**src/rtl/e1_bram_pingpong_ctrl.sv**
```systemverilog
// Ping-pong frame buffer controller for the E1 dual-BRAM pair: frames alternate banks on write, drain in order on read.
// Optional build macro E1_PP_FRAME_CNT_EN adds a frame_cnt output counting frames delivered downstream.
module e1_bram_pingpong_ctrl #(
  parameter int BRAM_DATA_WIDTH = 64,
  parameter int BRAM_DEPTH      = 64,
  parameter int BRAM_ADDR_WIDTH = $clog2(BRAM_DEPTH),
  parameter int FRAME_LEN       = BRAM_DEPTH
) (
  input  logic                       clk,
  input  logic                       rst,
  input  logic                       in_valid,
  output logic                       in_ready,
  input  logic [BRAM_DATA_WIDTH-1:0] in_data,
  output logic                       out_valid,
  input  logic                       out_ready,
  output logic [BRAM_DATA_WIDTH-1:0] out_data,
  output logic                       out_last,
  output logic [1:0]                 bank_full,
  output logic                       bram0_wr_en,
  output logic                       bram0_we,
  output logic [BRAM_ADDR_WIDTH-1:0] bram0_wr_addr,
  output logic [BRAM_DATA_WIDTH-1:0] bram0_din,
  output logic                       bram0_rd_en,
  output logic [BRAM_ADDR_WIDTH-1:0] bram0_rd_addr,
  input  logic [BRAM_DATA_WIDTH-1:0] bram0_dout,
  output logic                       bram1_wr_en,
  output logic                       bram1_we,
  output logic [BRAM_ADDR_WIDTH-1:0] bram1_wr_addr,
  output logic [BRAM_DATA_WIDTH-1:0] bram1_din,
  output logic                       bram1_rd_en,
  output logic [BRAM_ADDR_WIDTH-1:0] bram1_rd_addr,
  input  logic [BRAM_DATA_WIDTH-1:0] bram1_dout
`ifdef E1_PP_FRAME_CNT_EN
  ,
  output logic [15:0]                frame_cnt
`endif
);

  localparam int DW = BRAM_DATA_WIDTH;
  localparam int AW = BRAM_ADDR_WIDTH;
  localparam logic [AW-1:0] LAST_ADDR = AW'(FRAME_LEN - 1);

  logic          wr_bank_q, wr_bank_d;
  logic          rd_bank_q, rd_bank_d;
  logic [AW-1:0] wr_ptr_q, wr_ptr_d;
  logic [AW-1:0] rd_ptr_q, rd_ptr_d;
  logic [1:0]    bank_full_q, bank_full_d;
  logic          inflight_q, inflight_d;
  logic          inflight_bank_q, inflight_bank_d;
  logic          inflight_last_q, inflight_last_d;
  logic [DW-1:0] fifo_data_q [2];
  logic [DW-1:0] fifo_data_d [2];
  logic [1:0]    fifo_last_q, fifo_last_d;
  logic          fifo_wr_idx_q, fifo_wr_idx_d;
  logic          fifo_rd_idx_q, fifo_rd_idx_d;
  logic [1:0]    fifo_cnt_q, fifo_cnt_d;

  logic          wr_fire;
  logic          rd_fire;
  logic          pop;
  logic          push;
  logic          credit;
  logic [DW-1:0] push_data;

  assign in_ready  = !bank_full_q[wr_bank_q];
  assign wr_fire   = in_valid && in_ready;
  assign out_valid = (fifo_cnt_q != 2'd0);
  assign pop       = out_valid && out_ready;
  assign push      = inflight_q;
  assign push_data = inflight_bank_q ? bram1_dout : bram0_dout;
  // Outstanding words (queued + in flight) never exceed the two FIFO slots.
  assign credit    = (({1'b0, fifo_cnt_q} + {2'b00, inflight_q}) <= 3'd1) || pop;
  assign rd_fire   = bank_full_q[rd_bank_q] && credit;

  assign out_data  = fifo_data_q[fifo_rd_idx_q];
  assign out_last  = out_valid && fifo_last_q[fifo_rd_idx_q];
  assign bank_full = bank_full_q;

  assign bram0_wr_en   = wr_fire && !wr_bank_q;
  assign bram0_we      = bram0_wr_en;
  assign bram0_wr_addr = wr_ptr_q;
  assign bram0_din     = in_data;
  assign bram0_rd_en   = rd_fire && !rd_bank_q;
  assign bram0_rd_addr = rd_ptr_q;

  assign bram1_wr_en   = wr_fire && wr_bank_q;
  assign bram1_we      = bram1_wr_en;
  assign bram1_wr_addr = wr_ptr_q;
  assign bram1_din     = in_data;
  assign bram1_rd_en   = rd_fire && rd_bank_q;
  assign bram1_rd_addr = rd_ptr_q;

  always_comb begin
    // NOTE: every signal gets a default first so no path leaves it unassigned and infers a latch.
    wr_bank_d       = wr_bank_q;
    rd_bank_d       = rd_bank_q;
    wr_ptr_d        = wr_ptr_q;
    rd_ptr_d        = rd_ptr_q;
    bank_full_d     = bank_full_q;
    inflight_d      = rd_fire;
    inflight_bank_d = rd_bank_q;
    inflight_last_d = (rd_ptr_q == LAST_ADDR);
    fifo_data_d     = fifo_data_q;
    fifo_last_d     = fifo_last_q;
    fifo_wr_idx_d   = fifo_wr_idx_q;
    fifo_rd_idx_d   = fifo_rd_idx_q;
    fifo_cnt_d      = fifo_cnt_q;

    if (wr_fire) begin
      if (wr_ptr_q == LAST_ADDR) begin
        wr_ptr_d               = '0;
        bank_full_d[wr_bank_q] = 1'b1;
        wr_bank_d              = !wr_bank_q;
      end else begin
        wr_ptr_d = wr_ptr_q + AW'(1);
      end
    end

    // Reader only touches a full bank, writer only an empty one, so set and clear never collide.
    if (rd_fire) begin
      if (rd_ptr_q == LAST_ADDR) begin
        rd_ptr_d               = '0;
        bank_full_d[rd_bank_q] = 1'b0;
        rd_bank_d              = !rd_bank_q;
      end else begin
        rd_ptr_d = rd_ptr_q + AW'(1);
      end
    end

    if (push) begin
      fifo_data_d[fifo_wr_idx_q] = push_data;
      fifo_last_d[fifo_wr_idx_q] = inflight_last_q;
      fifo_wr_idx_d              = !fifo_wr_idx_q;
    end
    if (pop) begin
      fifo_rd_idx_d = !fifo_rd_idx_q;
    end
    fifo_cnt_d = fifo_cnt_q + {1'b0, push} - {1'b0, pop};
  end

  always_ff @(posedge clk) begin
    // NOTE: non-blocking assignments so every flop samples pre-edge values regardless of statement order.
    if (rst) begin
      wr_bank_q       <= 1'b0;
      rd_bank_q       <= 1'b0;
      wr_ptr_q        <= '0;
      rd_ptr_q        <= '0;
      bank_full_q     <= 2'b00;
      inflight_q      <= 1'b0;
      inflight_bank_q <= 1'b0;
      inflight_last_q <= 1'b0;
      fifo_last_q     <= 2'b00;
      fifo_wr_idx_q   <= 1'b0;
      fifo_rd_idx_q   <= 1'b0;
      fifo_cnt_q      <= 2'd0;
    end else begin
      wr_bank_q       <= wr_bank_d;
      rd_bank_q       <= rd_bank_d;
      wr_ptr_q        <= wr_ptr_d;
      rd_ptr_q        <= rd_ptr_d;
      bank_full_q     <= bank_full_d;
      inflight_q      <= inflight_d;
      inflight_bank_q <= inflight_bank_d;
      inflight_last_q <= inflight_last_d;
      fifo_last_q     <= fifo_last_d;
      fifo_wr_idx_q   <= fifo_wr_idx_d;
      fifo_rd_idx_q   <= fifo_rd_idx_d;
      fifo_cnt_q      <= fifo_cnt_d;
    end
  end

  // NOTE: FIFO payload is not reset; fifo_cnt_q alone decides whether a slot holds a valid word.
  always_ff @(posedge clk) begin
    fifo_data_q <= fifo_data_d;
  end

`ifdef E1_PP_FRAME_CNT_EN
  logic [15:0] frame_cnt_q, frame_cnt_d;

  always_comb begin
    frame_cnt_d = frame_cnt_q;
    if (pop && out_last) frame_cnt_d = frame_cnt_q + 16'd1;
  end

  always_ff @(posedge clk) begin
    if (rst) frame_cnt_q <= 16'd0;
    else     frame_cnt_q <= frame_cnt_d;
  end

  assign frame_cnt = frame_cnt_q;
`endif

endmodule

```
**config.mk**
```make
export PLATFORM = sky130hd
export DESIGN_NAME = e1_bram_pingpong_ctrl
export DESIGN_NICKNAME = d
export VERILOG_FILES = /design/src/rtl/e1_bram_pingpong_ctrl.sv
export SDC_FILE = /design/constraint.sdc
export NUM_CORES = 1
export LEC_CHECK = 0
export BUFFER_PORTS_ARGS = -buffer_cell sky130_fd_sc_hd__clkbuf_2
export CAP_MARGIN = 10
export CORE_MARGIN = 2
export CORE_UTILIZATION = 30
export CTS_BUF_LIST = sky130_fd_sc_hd__clkbuf_8 sky130_fd_sc_hd__clkbuf_16
export CTS_CLUSTER_SIZE = 30
export DETAILED_ROUTE_END_ITERATION = 12
export SYNTH_ARGS = -nofsm -noshare
export SYNTH_HDL_FRONTEND = slang
export SYNTH_SLANG_ARGS = --single-unit
```
**constraint.sdc**
```tcl
create_clock -name clk -period 8 [get_ports clk]
set_clock_uncertainty 0.15 [all_clocks]
set_input_delay 1.6 -clock clk [delete_from_list [all_inputs] [get_ports clk]]
set_output_delay 1.6 -clock clk [all_outputs]
set_load 0.02 [all_outputs]
```
==> out/metrics.csv, run 1 <==
metric;value;unit
seqCellArea;4350;um2
syn-num-nets;750;
endpoint_kind;output pin;
yosys_most_used_dff;edfxtp_1;
hold_end;fifo_wr_idx_q;
ys_seq_elements;153;
pin_count;423;
cts_resized;0;
finalSetupTns;0;ns
antenna_found_initial;0;
multi_input_area;2130;um2
grt_max_degree;67;
drive_above_1_share;61.9;%
slew-limit-headroom;35.0;%
die_h;164;um
totalWireLength;16.4;mm
hold_path_depth;2;
cp.required;6.25;ns
first_global_vias;4135;
status;finished, final reports clean;
numClockSinks;153;
synth.avg_cell_area;14.0;um2
startpoint_type;primary input;
crit_chain;clkbuf_2 -> o21a_2 -> nor3_1 -> nor3b_1 -> clkbuf_2;
setup_viol;0;
ant_nets;0;
cts_buffer_depth;2;
reg2reg_slack;5.79;ns
drc;0;
core_area;25100;um2
ys_types;37;
cts_buffers;17;
fin_crit_sh;52.5;%
syn_to_final_growth;13.4;%
syn_area;7660;um2
timing.rr.end;inflight_bank_d;
crit_type;in2out;
cp_slowest_cell;nor3_1;
synth_top_area_share;50.2;%
reg2reg_from;inflight_q;
fin_crit;4.20;ns
hpwl;11.4;mm
synth_common_cells;buf_4 (143), mux2_2 (129), edfxtp_1 (128), dfxtp_1 (25), nor2_1 (12);
yosysSeqAreaShare;56.7;%
preCtsSetupSlack;3.78;ns
yosysWarnings;0;
wl_per_cell;16.8;um
cts_hold_buffers;0;
finalHoldViolCount;0;
maxCapViolations;0;
worstSkewPairLatency;0.41;ns
num_vias;4298;
start_util;30.5;%
slowest_delay;0.35;ns
cpMostUsedCell;clkbuf_2;
num-fill-cells;2503;
worstMarginPinSlew;0.975;ns
rr_worst_depth;7;
cts_setup_buffers;0;
gp_congestion;0.711;
clock-root-buffer;clkbuf_16;
clock.fmax;238;MHz
grt_pass1_wl;23.6;mm
grt_use_total;11.8;%
numPortBuffers;230;
power_density;219;nW/um2
grt-ovfl-total;0;
avgViaCountPerCell;4.39;
die_x;164;um
clk_pin_slew;0.07;ns
peakVddDrop;0.104;mV
final_max_slew_viol_count;0;
rows;58;
rsz0062_at_grt;no;
nets;840;
synth_cells;546;
worstPathMaxFanout;4;
synth_edf_count;128;
n_antenna_cell;0;
setup_ws;3.80;ns
synth_top_area_cell;edfxtp_1;
power_leakage;0.00336;uW
firstDrtPassIters;4;
htreeDepth;4;
dieArea;26800;um2
async_flop_share;0;%
drt_iter0_drc;146;
cts_tree;done;
cp.arrival;2.45;ns
hold_class;reg2reg;
ys_top_cells_by_area;edfxtp_1 (50%), mux2_2 (19%), buf_4 (14%);
synth.most_common_cell;buf_4;
hp-start;fifo_wr_idx_q;
## worst max-delay path, delay by kind of cell
family / cells / cell delay, ns
buffers and inverters: 2 / 0.25
AOI/OAI and AO/OA: 1 / 0.15
and+or+nand+nor: 2 / 0.44
## metrics by stage
stage / cells / instance area, um2 / total power, uW / hold WS (ns) / util, %
floorplan: 546 / 7660 / 1130 / 0.303 / -
global placement: 947 / 8080 / 1130 / 0.316 / 32.2
detailed placement: 947 / 8080 / 1130 / 0.328 / 32.2
CTS: 979 / 8680 / 1940 / 0.339 / 34.6
global route: 979 / 8680 / 1990 / 0.380 / 34.6
finish: 979 / 8680 / 1900 / 0.336 / 34.6
## placed cells by master, fill, tap and decap left out, types with 3 or more instances in the layout
cell type	count
a21oi_1	10
and3_1	4
clkbuf_16	17
clkbuf_2	230
clkinv_8	4
dfxtp_1	23
edfxtp_1	128
ha_1	8
inv_1	6
inv_6	3
inv_8	4
mux2_2	129
mux2i_1	5
nand2_1	4
nand3_1	7
nor2_1	12
nor3_1	6
nor3b_1	3
o21ai_0	5
or3_1	3
xnor2_1	4
xor2_1	4
## kinds of logic (layout without fill, tap and decap cells)
group	after synthesis	after routing	share of synthesized area, %
XOR/XNOR	8	8	0.915
flip-flops	153	153	56.7
multiplexers	136	136	20.0
buffers and inverters	168	271	15.5
AND/OR/NAND/NOR	52	52	3.77
AO/OA/AOI/OAI	21	21	1.75
adder cells (fa/ha/maj)	8	8	1.31
## report_power, final
| part | switching, uW | total (uW) | leakage, uW | internal [uW] |
|---|---|---|---|---|
| clock network | 375 | 799 | 0.000287 | 423 |
| logic | 104 | 211 | 0.00172 | 107 |
| registers | 28.1 | 893 | 0.00135 | 865 |
## worst max path at each step
| stage | from | end | slack [ns] | cells after the start |
|---|---|---|---|---|
| after floorplan | in_valid | bram0_wr_en | 3.81 | 2 |
| after global placement | out_ready | bram0_rd_en | 3.77 | 5 |
| after detailed placement | out_ready | bram0_rd_en | 3.78 | 5 |
| after CTS | out_ready | bram0_rd_en | 3.78 | 5 |
| after global routing | out_ready | bram0_rd_en | 3.73 | 5 |
| final | out_ready | bram0_rd_en | 3.80 | 5 |
## layer usage
layer	global-route usage, %	up-vias	share of wire, %
li1	-	2009	-
met1	12.8	2018	39
met2	20.2	213	48
met3	3.96	58	8.8
met4	6.42	0	4.1
met5	0	-	0
## state kept, by name, indices dropped and copies added, names as in the netlist, 2 cells and up
| signal | count |
|---|---|
| bank_full | 2 |
| bram0_rd_addr | 6 |
| bram0_wr_addr | 6 |
| fifo_cnt_q | 2 |
| fifo_data_q | 128 |
| fifo_last_q | 2 |
## area by class of cell
type | instances | area share [%]
clock buffer | 17 | 4.90
clock inverter | 15 | 2.03
inverter | 7 | 0.303
multi-input combinational | 225 | 24.5
sequential | 153 | 50.1
tap | 330 | 4.76
timing repair buffer | 232 | 13.4
Note: power is estimated with default switching activity, not from simulation.
==> inputs of run 2 (changes only) <==
Settings changed: ABC_AREA set to 1.
Clock period 8 ns to 4.37 ns, I/O delays scaled along.
==> run 2 against run 1 <==
Against the previous run: critical path depth increased by 6; critical path type is now reg2out; first-iteration DRC count increased by 63%; sequential share of layout area decreased by 0.66 points; largest cell class unchanged.
==> out/metrics.csv, run 2 <==
metric;value;unit
preCtsSetupSlack;1.63;ns
cts_buffer_depth;2;
cts_tree;done;
yosysWarnings;0;
crit_type;reg2out;
clock.fmax;318;MHz
final_area;8800;um2
endpoint_kind;output pin;
cts_resized;0;
finalHoldViolCount;0;
maxCapViolations;0;
rows;58;
syn_area;7770;um2
syn_to_final_growth;13.2;%
first_global_vias;4854;
htreeDepth;4;
worstPathMaxFanout;6;
hold_class;reg2reg;
final_max_slew_viol_count;0;
hold_path_depth;2;
status;finished, final reports clean;
ys_seq_elements;153;
n_antenna_cell;0;
ys_types;31;
numPortBuffers;230;
grt_max_degree;66;
synth_cells;730;
synth_top_area_share;49.5;%
rsz0062_at_grt;no;
die_x;165;um
async_flop_share;0;%
final_common_cell;clkbuf_2;
place_area;8230;um2
yosysSeqAreaShare;55.9;%
dieArea;27200;um2
synth_edf_count;128;
slew-limit-headroom;39.8;%
pin_count;423;
yosys_most_used_dff;edfxtp_1;
grt-ovfl-total;0;
worstMarginPinSlew;0.902;ns
die_h;165;um
setup_viol;0;
numClockSinks;153;
grt_use_total;14.9;%
ant_nets;0;
largest_register;fifo_data_q;
rr_worst_depth;3;
fin_crit_sh;72.0;%
yosys.area_share.adder;1.29;%
seqCellArea;4350;um2
avgViaCountPerCell;4.36;
power_density;396;nW/um2
power_leakage;0.00383;uW
wl_per_cell;18.0;um
hpwl;16.0;mm
grt_pass1_wl;29.1;mm
totalWireLength;20.9;mm
layout_common_cells;clkbuf_2 (230), nand2_1 (222), edfxtp_1 (128), mux2_2 (64), inv_1 (31);
finalSetupTns;0;ns
start_util;30.7;%
peakVddDrop;0.249;mV
synth-compound-area-share;1.55;%
core_area;25300;um2
antenna_found_initial;1;
gp_congestion;0.740;
synth_top_area_cell;edfxtp_1;
num-fill-cells;2542;
synth_mux_area_share;9.27;%
synth.most_common_cell;nand2_1;
cp.arrival;2.12;ns
yosys.area_share.simple;14.8;%
reg2reg_slack;2.51;ns
syn-num-nets;934;
drive_above_1_share;42.9;%
cts_buffers;17;
nets;1023;
synth.avg_cell_area;10.6;um2
fin_crit;3.14;ns
cp.required;3.35;ns
clock-root-buffer;clkbuf_16;
cts_hold_buffers;0;
firstDrtPassIters;6;
setup_ws;1.23;ns
drt_iter0_drc;238;
largest_register_ffs;128;
clk_pin_slew;0.07;ns
multi_input_area;2130;um2
num_vias;5066;
synth_top_family_by_area;buffers and inverters;
startpoint_type;flop;
ys_top_cells_by_area;edfxtp_1 (49%), buf_4 (14%), nand2_1 (11%);
worstSkewPairLatency;0.42;ns
drc;0;
synth_common_cells;nand2_1 (222), buf_4 (142), edfxtp_1 (128), mux2_2 (64), inv_1 (32);
cts_setup_buffers;0;
synth_xor_area_share;0.338;%
==> run 2: kinds of logic after synthesis <==
group           Yosys count
compound gates           22
xor+xnor                  3
fa+ha+maj                 8
buf+inv                 201
flops                   153
mux                      64
simple gates            279
==> run 2: final timing paths <==
kind,startpoint,to
setup / recovery,inflight_q,bram0_rd_en
hold / removal,fifo_last_q[1],fifo_last_q[1]
setup reg to reg,inflight_q,fifo_data_q[76]
hold reg to reg,fifo_last_q[1],fifo_last_q[1]
==> run 2: area by class of cell <==
class,instances,share of cell area (%)
Clock buffer,17,4.84
Clock inverter,15,1.62
Inverter,36,1.59
Multi-Input combinational cell,376,24.2
Sequential cell,153,49.4
Tap cell,330,4.69
Timing Repair Buffer,235,13.7
==> run 2: worst max-delay path, stage by stage (launching register included) <==
cell	delay (ns)
dfxtp_1	0.41
ha_1	0.20
inv_1	0.06
ha_1	0.26
inv_1	0.05
nand3_1	0.07
nand3_2	0.14
nand2_2	0.11
inv_2	0.13
nand2_1	0.07
inv_1	0.05
clkbuf_2	0.16
==> run 2: metrics by stage <==
stage                     std cells  hold WS, ns  util, %  power [uW]
after detailed placement       1130        0.333     32.5        2110
after CTS                      1162        0.343     34.7        3540
after global routing           1162        0.385     34.7        3650
after floorplan                 730        0.303        -        2090
final                          1162        0.346     34.7        3490
after global placement         1130        0.318     32.5        2110
==> run 2: per-layer routing <==
layer,part of all wire (%),global-route usage [%],up-vias
li1,-,-,2434
met5,0.062,0.379,-
met4,2.7,5.89,2
met2,53,27.0,298
met3,11,7.28,38
met1,32,14.6,2294
==> run 2: power by group <==
| part | total, uW | internal (uW) | switching, uW |
|---|---|---|---|
| sequential | 1590 | 1580 | 5.69 |
| combinational | 483 | 166 | 317 |
| clock | 1420 | 795 | 620 |
| total | 3490 | 2550 | 943 |
==> inputs of run 3 (changes only) <==
Clock period 4.37 ns to 3.3 ns, I/O delays scaled along.
==> run 3 against run 2 <==
Against the previous run: cell area grew 0.80%; global-route usage barely moved; sequential share of layout area fell by 0.39 points; critical path depth stayed put; non-clock buffer count is the same; utilization increased by 0.28 points; sequential power rose by 33%; first-iteration DRC count shrank 13%; combinational power up 32%.
==> out/metrics.csv, run 3 (same netlist as run 2, synthesis figures left out) <==
metric;value;unit
status;finished, final reports clean;
n_antenna_cell;0;
cts_buffer_depth;2;
nets;1023;
totalWireLength;20.9;mm
peakVddDrop;0.328;mV
final_max_slew_viol_count;0;
fin_util;35.0;%
endpoint_kind;output pin;
preCtsSetupSlack;0.811;ns
slowest_delay;0.42;ns
grt-ovfl-total;0;
power_frac_seq;44.3;%
grt_use_total;14.9;%
numPortBuffers;230;
largest_register;fifo_data_q;
reg2reg_from;inflight_q;
grt_max_degree;65;
slew-limit-headroom;40.9;%
cp_slowest_cell;dfxtp_1;
avgViaCountPerCell;4.34;
cts_buffers;17;
path_buf_inv;5;
clk_pin_slew;0.06;ns
first_global_vias;4865;
hp-start;fifo_last_q[1];
hold_end;fifo_last_q[1];
htreeDepth;4;
start_util;30.7;%
rr_worst_depth;3;
hold_class;reg2reg;
critical_path.top_delay_family;adder cells;
worstPathMaxFanout;6;
fin_crit;2.95;ns
clkPwrFrac;42.4;%
cpMostUsedCell;inv_1;
power.internal;3530;uW
reg2reg_slack;1.32;ns
core_area;25300;um2
switching_share;26.2;%
finalHoldViolCount;0;
dr_wl_met2;10.8;mm
final_common_cell;clkbuf_2;
num-fill-cells;2548;
num_vias;5041;
die_h;165;um
cp.required;2.49;ns
setup_ws;0.351;ns
timing.rr.end;fifo_data_q[104];
crit_type;reg2out;
clock-root-buffer;clkbuf_16;
crit_chain;ha_1 -> inv_1 -> ha_1 -> inv_1 -> nand3_1 -> nand3_2 -> nand2_2 -> inv_2 -> nand2_1 -> inv_1 -> clkbuf_2;
numClockSinks;153;
cts_tree;done;
pin_count;423;
setup_viol;0;
firstDrtPassIters;4;
gp_congestion;0.776;
dieArea;27200;um2
maxCapViolations;0;
cts_resized;0;
wl_per_cell;18.0;um
p_sw;1260;uW
finalSetupTns;0;ns
drive_above_1_share;42.9;%
wl_met1;7.15;mm
cts_hold_buffers;0;
drt_iter0_drc;207;
hold_path_depth;2;
syn_to_final_growth;14.1;%
largest_register_ffs;128;
rsz0062_at_grt;no;
rows;58;
worstSkewPairLatency;0.42;ns
clock.fmax;339;MHz
power_leakage;0.00386;uW
layout_common_cells;clkbuf_2 (230), nand2_1 (222), edfxtp_1 (128), mux2_2 (64), inv_1 (30);
p_comb_share;13.3;%
antenna_found_initial;0;
hpwl;15.7;mm
grt_pass1_wl;29.5;mm
cts_setup_buffers;0;
fin_crit_sh;89.4;%
ant_nets;0;
startpoint_type;flop;
crit_path_start;inflight_q;
cp.arrival;2.14;ns
met3_length;2.44;mm
highest_layer;met4;
die_x;165;um
power_density;540;nW/um2
worstMarginPinSlew;0.886;ns
drc;0;
[run 3: metrics by stage]
stage	cell area [um2]	total power, uW	instances	hold slack [ns]
final	8870	4790	1162	0.338
after floorplan	7770	2760	730	0.304
after detailed placement	8260	2810	1130	0.330
after CTS	8870	4860	1162	0.344
after global placement	8260	2810	1130	0.331
after global routing	8870	4990	1162	0.386
[run 3: power groups by stage]
stage                     Combinational, uW  Sequential (uW)  Clock, uW
after floorplan                         614             2150          0
after global placement                  644             2160          0
after detailed placement                648             2160          0
after CTS                               652             2120       2080
after global routing                    707             2120       2160
final                                   636             2120       2030
[run 3: worst max path at each step]
stage	to	cells after the start
final	bram0_rd_en	11
after global routing	bram0_rd_en	11
after CTS	bram0_rd_en	11
after detailed placement	bram0_rd_en	11
after global placement	bram0_rd_en	11
after floorplan	fifo_data_q[100]	2
[run 3: per-layer routing]
metal,global-route usage [%],vias up
li1,-,2434
met1,15.4,2270
met2,25.9,305
met3,7.56,32
met4,5.69,0
met5,0.758,-
[run 3: layout make-up]
cell class                 instances  area [um2]  area share, %
clock buffer                      17         425           4.80
tap                              330         413           4.66
clock inverter                    15         188           2.12
timing repair buffer             235        1230           13.8
multi-input combinational        376        2130           24.0
inverter                          36         140           1.58
sequential                       153        4350           49.0
[run 3: worst reg2reg max path, stage by stage, from the launching register on]
cell	delay, ns
dfxtp_1	0.42
inv_1	0.11
nor2_4	0.47
buf_4	0.47
